**config.mk**
```make
export PLATFORM = sky130hd
export DESIGN_NAME = mux_tree_pipe
export DESIGN_NICKNAME = d
export VERILOG_FILES = /design/src/rtl/mux_pkg.sv /design/src/rtl/mux2_1.sv /design/src/rtl/mux_level.sv /design/src/rtl/mux_tree_pipe.sv
export SDC_FILE = /design/constraint.sdc
export NUM_CORES = 1
export LEC_CHECK = 0
export BUFFER_PORTS_ARGS = -buffer_cell sky130_fd_sc_hd__buf_2
export CORE_AREA = 5 5 124 126
export DETAILED_ROUTE_END_ITERATION = 8
export DIE_AREA = 0 0 129 131
export GPL_ROUTABILITY_DRIVEN = 0
export PLACE_DENSITY = 0.71
export RECOVER_POWER = 100
export SLEW_MARGIN = 20
export SYNTH_ARGS = -nofsm -noshare
export SYNTH_HDL_FRONTEND = slang
export SYNTH_HIERARCHICAL = 1
export SYNTH_SLANG_ARGS = --single-unit
```
**constraint.sdc**
```tcl
create_clock -name clk -period 1.04 [get_ports clk]
set_input_delay 0 -clock clk [delete_from_list [all_inputs] [get_ports clk]]
set_output_delay 0 -clock clk [all_outputs]
set_load 0.02 [all_outputs]
```
**src/rtl/mux_pkg.sv**
```systemverilog
// rtl/mux_pkg.sv - shared helpers for the pipelined N:1 mux tree
package mux_pkg;

  function automatic int sel_width(input int n);
    return (n <= 2) ? 1 : $clog2(n);
  endfunction

  function automatic int levels(input int n);
    return sel_width(n);
  endfunction

  // Word count entering a given tree level (odd counts round up via zero padding).
  function automatic int words_at(input int n, input int level);
    int w;
    w = n;
    for (int i = 0; i < level; i++) w = (w + 1) / 2;
    return w;
  endfunction

  typedef struct packed {
    logic valid;
    logic err;
  } stage_flags_t;

endpackage

```
**src/rtl/mux2_1.sv**
```systemverilog
// rtl/mux2_1.sv - single-bit 2:1 mux leaf cell
module mux2_1 (
  input  logic i_a,
  input  logic i_b,
  input  logic i_sel,
  output logic o_y
);

  assign o_y = i_sel ? i_b : i_a;

endmodule

```
**src/rtl/mux_level.sv**
```systemverilog
// rtl/mux_level.sv - one tree level, N_WORDS words reduced to ceil(N_WORDS/2)
module mux_level #(
  parameter  int WIDTH   = 64,
  parameter  int N_WORDS = 4,
  localparam int N_OUT   = (N_WORDS + 1) / 2
) (
  input  logic [N_WORDS*WIDTH-1:0] i_words,
  input  logic                     i_sel,
  output logic [N_OUT*WIDTH-1:0]   o_words
);

  for (genvar j = 0; j < N_OUT; j++) begin : g_pair
    logic [WIDTH-1:0] w_a;
    logic [WIDTH-1:0] w_b;

    assign w_a = i_words[2*j*WIDTH +: WIDTH];
    if (2 * j + 1 < N_WORDS) begin : g_full
      assign w_b = i_words[(2*j+1)*WIDTH +: WIDTH];
    end else begin : g_pad
      assign w_b = '0;
    end

    for (genvar b = 0; b < WIDTH; b++) begin : g_bit
      mux2_1 u_mux (
        .i_a   (w_a[b]),
        .i_b   (w_b[b]),
        .i_sel (i_sel),
        .o_y   (o_words[j*WIDTH+b])
      );
    end
  end

endmodule

```
**src/rtl/mux_tree_pipe.sv**
```systemverilog
// rtl/mux_tree_pipe.sv - N_IN:1 mux tree with registered output, valid and stall
// MUX_TREE_PIPE_STAGES_EN: register after every tree level (latency LEVELS instead of 1).
module mux_tree_pipe
  import mux_pkg::*;
#(
  parameter  int WIDTH = 64,
  parameter  int N_IN  = 4,
  localparam int SEL_W = sel_width(N_IN)
) (
  input  logic                  clk,
  input  logic                  reset_n,
  input  logic                  in_valid,
  input  logic [N_IN*WIDTH-1:0] in,
  input  logic [SEL_W-1:0]      sel,
  input  logic                  stall,
  output logic [WIDTH-1:0]      out,
  output logic                  out_valid,
  output logic                  sel_err
);

  localparam int LEVELS = levels(N_IN);

  logic w_in_err;

  // Out-of-range selects are zeroed at the leaves so the tree itself never needs a range check.
  assign w_in_err = (int'(sel) >= N_IN);

  for (genvar l = 0; l < LEVELS; l++) begin : g_lvl
    localparam int NW_IN  = words_at(N_IN, l);
    localparam int NW_OUT = words_at(N_IN, l + 1);
    localparam int SW_IN  = SEL_W - l;
`ifdef MUX_TREE_PIPE_STAGES_EN
    localparam bit REG = 1'b1;
`else
    localparam bit REG = (l == LEVELS - 1);
`endif

    logic [NW_IN*WIDTH-1:0]  w_words_in;
    logic [SW_IN-1:0]        w_sel_in;
    stage_flags_t            w_flags_in;
    logic [NW_OUT*WIDTH-1:0] w_words_out;
    logic [NW_OUT*WIDTH-1:0] w_stage_data;
    stage_flags_t            w_stage_flags;

    if (l == 0) begin : g_src
      assign w_words_in = w_in_err ? '0 : in;
      assign w_sel_in   = sel;
      assign w_flags_in = '{valid: in_valid, err: w_in_err};
    end else begin : g_src
      assign w_words_in = g_lvl[l-1].w_stage_data;
      assign w_sel_in   = g_lvl[l-1].g_rest.w_stage_sel;
      assign w_flags_in = g_lvl[l-1].w_stage_flags;
    end

    mux_level #(.WIDTH(WIDTH), .N_WORDS(NW_IN)) u_level (
      .i_words (w_words_in),
      .i_sel   (w_sel_in[0]),
      .o_words (w_words_out)
    );

    if (REG) begin : g_reg
      logic [NW_OUT*WIDTH-1:0] r_data;
      stage_flags_t            r_flags;

      // Data only loads on valid items so a bubble leaves the last result visible.
      always_ff @(posedge clk) begin
        if (!reset_n) begin
          r_data  <= '0;
          r_flags <= '0;
        end else if (!stall) begin
          r_flags <= '{valid: w_flags_in.valid, err: w_flags_in.valid & w_flags_in.err};
          if (w_flags_in.valid) r_data <= w_words_out;
        end
      end

      assign w_stage_data  = r_data;
      assign w_stage_flags = r_flags;
    end else begin : g_comb
      assign w_stage_data  = w_words_out;
      assign w_stage_flags = w_flags_in;
    end

    if (l < LEVELS - 1) begin : g_rest
      logic [SW_IN-2:0] w_stage_sel;

      if (REG) begin : g_reg
        logic [SW_IN-2:0] r_sel;

        always_ff @(posedge clk) begin
          if (!reset_n) begin
            r_sel <= '0;
          end else if (!stall && w_flags_in.valid) begin
            r_sel <= w_sel_in[SW_IN-1:1];
          end
        end

        assign w_stage_sel = r_sel;
      end else begin : g_comb
        assign w_stage_sel = w_sel_in[SW_IN-1:1];
      end
    end
  end

  assign out       = g_lvl[LEVELS-1].w_stage_data;
  assign out_valid = g_lvl[LEVELS-1].w_stage_flags.valid;
  assign sel_err   = g_lvl[LEVELS-1].w_stage_flags.err;

endmodule
```
==> load_flow_metrics.sql, run 1 <==
INSERT INTO impl_metrics (metric_group, metric, value, unit) VALUES
('status', 'status', 'finished clean', ''),
('pwr', 'total_leakage_power', '3.992', 'nW'),
('cts', 'clkTransAtPathRegs', '0.05', 'ns'),
('job', 'max_cap_viol_count', '0', ''),
('pwr', 'power.total', '8.220', 'mW'),
('logic_synthesis', 'synth_top_area_cell', 'sky130_fd_sc_hd__mux2_4', ''),
('finish', 'n_antenna_cell', '0', ''),
('pwr', 'internal-power', '6.051', 'mW'),
('sta', 'fin_crit_sh', '95.71', '%'),
('logic_synthesis', 'yosys-top-cells-area', 'sky130_fd_sc_hd__mux2_4 52%, sky130_fd_sc_hd__dfxtp_1 23%, sky130_fd_sc_hd__mux2i_1 12%, sky130_fd_sc_hd__nand2_1 8.7%, sky130_fd_sc_hd__buf_12 2.2%', ''),
('drt', 'routed-via-count', '4685', ''),
('cts', 'tritoncts', 'done', ''),
('cts', 'clockRootBuffer', 'sky130_fd_sc_hd__clkbuf_16', ''),
('pwr', 'power-per-cell-area', '1065', 'mW/mm²'),
('setup_path', 'worst_setup_path_start_kind', 'primary input', ''),
('sta', 'rsz0062_at_grt', 'true', ''),
('global_routing', 'wire_length_of_the_first_global_routing_pass', '21.81', 'mm'),
('finish', 'final_layout_size_suffix_gt1_share', '60.46', '%'),
('sta', 'min_period', '0.9953', 'ns'),
('setup_path', 'critPathMaxFanout', '19', ''),
('logic_synthesis', 'synth_seq_cells', '65', ''),
('setup_path', 'timing.critical_path.slowest_cell_delay', '0.32', 'ns'),
('sta', 'final_report_hold_violation_count', '0', ''),
('pwr', 'power.switching_fraction', '26.39', '%'),
('finish', 'final_util', '54.34', '%'),
('setup_path', 'critPathKind', 'primary input to flip-flop', ''),
('floorplanning', 'ios', '328', ''),
('pwr', 'total_switching_power', '2.169', 'mW'),
('setup_path', 'path_cells', 'buf_6 -> clkbuf_4 -> mux2_4 -> mux2_4 -> nand2_1 -> mux2i_1', ''),
('global_routing', 'global_route.overflow_total', '0', ''),
('logic_synthesis', 'post-synth-top-area-fraction', '51.99', '%'),
('pwr', 'clock_power_share', '34.3', '%'),
('drt', 'drt_drc_violations_left', '0', ''),
('global_routing', 'grt_pass1_vias', '4763', ''),
('global_routing', 'largest_net_degree_at_the_start_of_global_routing', '61', ''),
('cts', 'clock_latency', '0.32', 'ns'),
('logic_synthesis', 'synthesis.instances', '475', ''),
('setup_path', 'cpMaxStageDelayCell', 'sky130_fd_sc_hd__mux2_4', ''),
('pwr', 'share_comb_of_total_power', '32.6', '%'),
('drt', 'route.detailed.vias_per_inst', '4.657', ''),
('finish', 'stdcell_count', '1006', ''),
('cts', 'cts_htree_levels', '3', ''),
('drt', 'drt-total-wl', '14.85', 'mm'),
('finish', 'mostFrequentLayoutCell', 'sky130_fd_sc_hd__buf_2', ''),
('drt', 'drt-initial-drc-count', '114', ''),
('logic_synthesis', 'postSynthAreaPerCell', '11.67', 'µm²'),
('floorplanning', 'floorplan.initialDensity', '39.04', '%'),
('setup_path', 'cpMostUsedCell', 'sky130_fd_sc_hd__mux2_4', ''),
('logic_synthesis', 'mappedNetlistArea', '0.005545', 'mm²'),
('logic_synthesis', 'synth_warnings', '6', ''),
('cts', 'cts_made_buffers', '9', ''),
('cts', 'ctsResizeCount', '0', ''),
('cts', 'clockBufferDepth', '2', ''),
('floorplanning', 'die_y', '131', 'µm'),
('floorplanning', 'fp.coreArea', '0.01420', 'mm²'),
('logic_synthesis', 'synth_sequential_area_ratio', '23.47', '%'),
('pwr', 'vdd.ir_drop.worst', '665.1', 'µV'),
('pwr', 'power.share.sequential', '33.1', '%'),
('logic_synthesis', 'yosysUniqueCellTypes', '12', ''),
('setup_path', 'critical_path_arrival', '1.19', 'ns'),
('drt', 'drt-wirelength-per-cell', '14.76', 'µm'),
('sta', 'clock-skew-final', '0', 'ns'),
('global_routing', 'grt_antenna_before_repair', '0', ''),
('finish', 'layout.cells.most_common_list', '258 x sky130_fd_sc_hd__buf_2, 192 x sky130_fd_sc_hd__mux2_4, 128 x sky130_fd_sc_hd__nand2_1', ''),
('place', 'post-place-cells', '990', ''),
('finish', 'num-nets-final', '1080', ''),
('floorplanning', 'fp.dieW', '129', 'µm'),
('sta', 'final-setup-viol-count', '0', ''),
('place', 'detailedPlacementHpwl', '12.06', 'mm'),
('floorplanning', 'row_count', '44', ''),
('cts', 'post-cts-setup-buffer-count', '0', '');
[sequential cells by signal, indices dropped and copies added (netlist names)]
signal     count
out_valid      1
out           64
[routing by layer]
metal  vias to the layer above  share of wire (%)  track usage, %
met5                         -                  0               0
met4                         0                1.6           5.497
met3                        18                8.9           4.228
met2                       195                 52           30.15
met1                      2118                 38           16.93
li1                       2354                  -               -
[synthesized netlist by cell type, drive strengths merged]
cell type    n
and2         1
buf         21
clkbuf       1
conb         1
dfxtp       65
mux2       192
mux2i       64
nand2      128
nor2b        1
o21a         1
[layout make-up]
class / count / area [µm²]
Clock buffer: 13 / 270.3
Clock inverter: 2 / 12.51
Fill cell: 1321 / 6485
Multi-Input combinational cell: 388 / 4035
Sequential cell: 65 / 1301
Tap cell: 184 / 230.2
Timing Repair Buffer: 354 / 1869
[what timing repair did]
item / in CTS / in global routing
endpoints found under the setup margin: 0 / 17
hold buffers: 1 / 0
hold endpoints to repair: 2 / 0
[kinds of logic (layout without fill, tap and decap cells)]
logic type	Yosys count	in the layout	share of synthesized area, %
other cells	1	1	0.06762
buf+inv	22	369	3.768
simple gates	130	130	9.025
mux	256	256	63.54
flops	65	65	23.47
compound gates	1	1	0.1354
[power by group through the flow]
stage	combinational, mW	sequential, mW	clock (mW)
2_1_floorplan	1.49	2.96	0
3_3_place_gp	2.70	2.76	0
3_5_place_dp	2.74	2.77	0
4_1_cts	2.75	2.72	2.91
5_1_grt	2.88	2.74	3.00
6_report	2.68	2.72	2.82
[worst max-delay path, delay by kind of cell]
family,cells,cell delay (ns)
multiplexers,3,0.63
AND/OR/NAND/NOR,1,0.05
buffers and inverters,2,0.49
[through the flow]
stage	cell area (µm²)	hold slack (ns)	setup TNS (ns)	setup WS [ns]
finish	7719	0.03958	0	0.04466
CTS	7805	0.02584	0	0.06364
global placement	7512	0.3339	-13.92	-0.2583
floorplan	5545	0.2239	0	0.2756
global route	7719	0.06913	-0.2983	-0.03576
detailed placement	7512	0.3381	-15.61	-0.2850
[final timing paths]
kind,start,end,slack [ns],cells past startpoint
worst max-delay path,sel[0],out[6],0.04,6
worst min register to register,out[24],out[24],0.45,2
worst max register to register,out_valid,out_valid,0.36,2
worst min-delay path,stall,out_valid,0.04,3
No activity file was read; power rests on OpenSTA's default activity.
==> run 2, diff against run 1 <==
--- a/config.mk
+++ b/config.mk
@@ -6,10 +6,12 @@
 export NUM_CORES = 1
 export LEC_CHECK = 0
 export BUFFER_PORTS_ARGS = -buffer_cell sky130_fd_sc_hd__buf_2
+export CAP_MARGIN = 20
 export CORE_AREA = 5 5 124 126
 export DETAILED_ROUTE_END_ITERATION = 8
 export DIE_AREA = 0 0 129 131
 export GPL_ROUTABILITY_DRIVEN = 0
+export MAX_ROUTING_LAYER = met4
 export PLACE_DENSITY = 0.71
 export RECOVER_POWER = 100
 export SLEW_MARGIN = 20
==> load_flow_metrics.sql, run 2 (synthesis results as in run 1) <==
INSERT INTO impl_metrics (metric_group, metric, value, unit) VALUES
('finish', 'fillCellCount', '1321', ''),
('floorplanning', 'die_area', '0.01690', 'mm²'),
('cts', 'clockRootBuffer', 'sky130_fd_sc_hd__clkbuf_16', ''),
('setup_path', 'worst_path_dominant_cell_family', 'multiplexers', ''),
('sta', 'fin_crit_sh', '95.57', '%'),
('cts', 'clock_latency', '0.32', 'ns'),
('cts', 'tritoncts', 'done', ''),
('pwr', 'vdd.ir_drop.worst', '665.1', 'µV'),
('setup_path', 'path_cells', 'buf_6 -> clkbuf_4 -> mux2_4 -> mux2_4 -> nand2_1 -> mux2i_1', ''),
('finish', 'largest_register_ffs', '64', ''),
('floorplanning', 'fp.dieW', '129', 'µm'),
('setup_path', 'critical_path_arrival', '1.19', 'ns'),
('floorplanning', 'row_count', '44', ''),
('finish', 'final_layout_size_suffix_gt1_share', '60.46', '%'),
('cts', 'cts_made_buffers', '9', ''),
('global_routing', 'gr-usage-all-layers', '16.36', '%'),
('global_routing', 'largest_net_degree_at_the_start_of_global_routing', '61', ''),
('sta', 'final_max_slew_viol_count', '0', ''),
('pwr', 'total_leakage_power', '3.992', 'nW'),
('global_routing', 'grt_pass1_vias', '4761', ''),
('sta', 'finalWorstSetupSlack', '0.04605', 'ns'),
('cts', 'ctsResizeCount', '0', ''),
('pwr', 'power-per-cell-area', '1064', 'mW/mm²'),
('setup_path', 'cpMaxStageDelayCell', 'sky130_fd_sc_hd__mux2_4', ''),
('sta', 'final_report_hold_violation_count', '0', ''),
('floorplanning', 'die_y', '131', 'µm'),
('finish', 'layout.cells.most_common_list', '258 x sky130_fd_sc_hd__buf_2, 192 x sky130_fd_sc_hd__mux2_4, 128 x sky130_fd_sc_hd__nand2_1', ''),
('drt', 'drt-wirelength-per-cell', '14.78', 'µm'),
('setup_path', 'worst_setup_path_start_kind', 'primary input', ''),
('cts', 'cts_htree_levels', '3', ''),
('finish', 'mostFrequentLayoutCell', 'sky130_fd_sc_hd__buf_2', ''),
('drt', 'routed-via-count', '4667', ''),
('cts', 'numClockSinks', '65', ''),
('global_routing', 'global_route.overflow_total', '0', ''),
('drt', 'drt-initial-drc-count', '122', ''),
('drt', 'drt_drc_violations_left', '0', ''),
('floorplanning', 'fp.coreArea', '0.01420', 'mm²'),
('setup_path', 'cp-end-kind', 'flip-flop', ''),
('job', 'max_cap_viol_count', '0', ''),
('drt', 'detail_route.first_pass.iterations', '4', ''),
('finish', 'num-nets-final', '1080', ''),
('finish', 'ff_latch_area', '0.001301', 'mm²'),
('sta', 'rsz0062_at_grt', 'true', ''),
('sta', 'min_period', '0.9940', 'ns'),
('sta', 'clock-skew-final', '0', 'ns'),
('sta', 'worst_hold_slack', '0.03932', 'ns'),
('floorplanning', 'ios', '328', ''),
('setup_path', 'cpMostUsedCell', 'sky130_fd_sc_hd__mux2_4', ''),
('setup_path', 'timing.critical_path.slowest_cell_delay', '0.32', 'ns'),
('setup_path', 'timing.critical_path.buf_inv', '2', ''),
('setup_path', 'crit_required', '1.24', 'ns'),
('drt', 'drt-total-wl', '14.87', 'mm'),
('place', 'placement.io_buffers', '326', ''),
('drt', 'drtAntennaViolNets', '0', ''),
('global_routing', 'grt_antenna_before_repair', '0', ''),
('worst_hold_path', 'class_of_the_most_critical_hold_timing_path', 'primary input to flip-flop', ''),
('status', 'status', 'finished clean', ''),
('floorplanning', 'floorplan.initialDensity', '39.04', '%'),
('cts', 'clockBufferDepth', '2', ''),
('drt', 'route.detailed.vias_per_inst', '4.639', ''),
('finish', 'n_antenna_cell', '0', ''),
('sta', 'timing.setup.tns', '0', 'ns'),
('place', 'dpl_worst_slack', '-0.2850', 'ns'),
('sta', 'fmax', '1.006', 'GHz'),
('setup_path', 'critPathMaxFanout', '19', ''),
('sta', 'final-setup-viol-count', '0', ''),
('finish', 'multi_input_area', '0.004035', 'mm²'),
('setup_path', 'critPathKind', 'primary input to flip-flop', ''),
('finish', 'synthToLayoutAreaGrowth', '39.19', '%'),
('cts', 'clkTransAtPathRegs', '0.05', 'ns'),
('place', 'detailedPlacementHpwl', '12.06', 'mm'),
('global_routing', 'wire_length_of_the_first_global_routing_pass', '21.79', 'mm');
## run 2: path summary, 6_finish.rpt
path                                start   endpoint  slack (ns)  depth (start not counted)
worst max-delay path               sel[0]     out[6]        0.05                          6
worst min-delay path                stall  out_valid        0.04                          3
worst max register to register  out_valid  out_valid        0.36                          2
worst min register to register    out[24]    out[24]        0.45                          2
## run 2: area by class of cell
class / instances / area share [%]
Multi-Input combinational cell: 388 / 52.28
Clock buffer: 13 / 3.501
Sequential cell: 65 / 16.86
Timing Repair Buffer: 354 / 24.22
Clock inverter: 2 / 0.1621
Tap cell: 184 / 2.983
## run 2: stage by stage
stage	power (mW)	instance area (µm²)	cells	util, %
floorplan	4.449	5545	475	-
global placement	5.467	7512	990	52.89
detailed placement	5.509	7512	990	52.89
CTS	8.380	7805	1006	54.95
global route	8.616	7719	1006	54.34
finish	8.216	7719	1006	54.34
## run 2: layer usage
metal / up-vias / GRT usage [%] / wire length [µm]
met5: - / - / 0
met4: 0 / 5.312 / 191
met3: 14 / 3.089 / 1155
met2: 190 / 30.34 / 7739
met1: 2110 / 17.52 / 5779
li1: 2353 / - / -
## run 2: worst min-delay path, stage by stage
cell	delay [ns]
sky130_fd_sc_hd__buf_2	0.11
sky130_fd_sc_hd__and2_1	0.13
sky130_fd_sc_hd__o21a_1	0.09
## run 2: repair_timing
action                                 CTS  global route
hold buffers                             1             0
buffers inserted                         0             0
setup endpoints to repair                0            17
endpoints found under the hold margin    2             0
## run 2: power breakdown
part,switching (mW),total (mW),internal [mW],leakage [nW]
logic,1.07,2.68,1.61,3.32
clock network,1.02,2.81,1.79,0.138
registers,0.0755,2.72,2.65,0.532
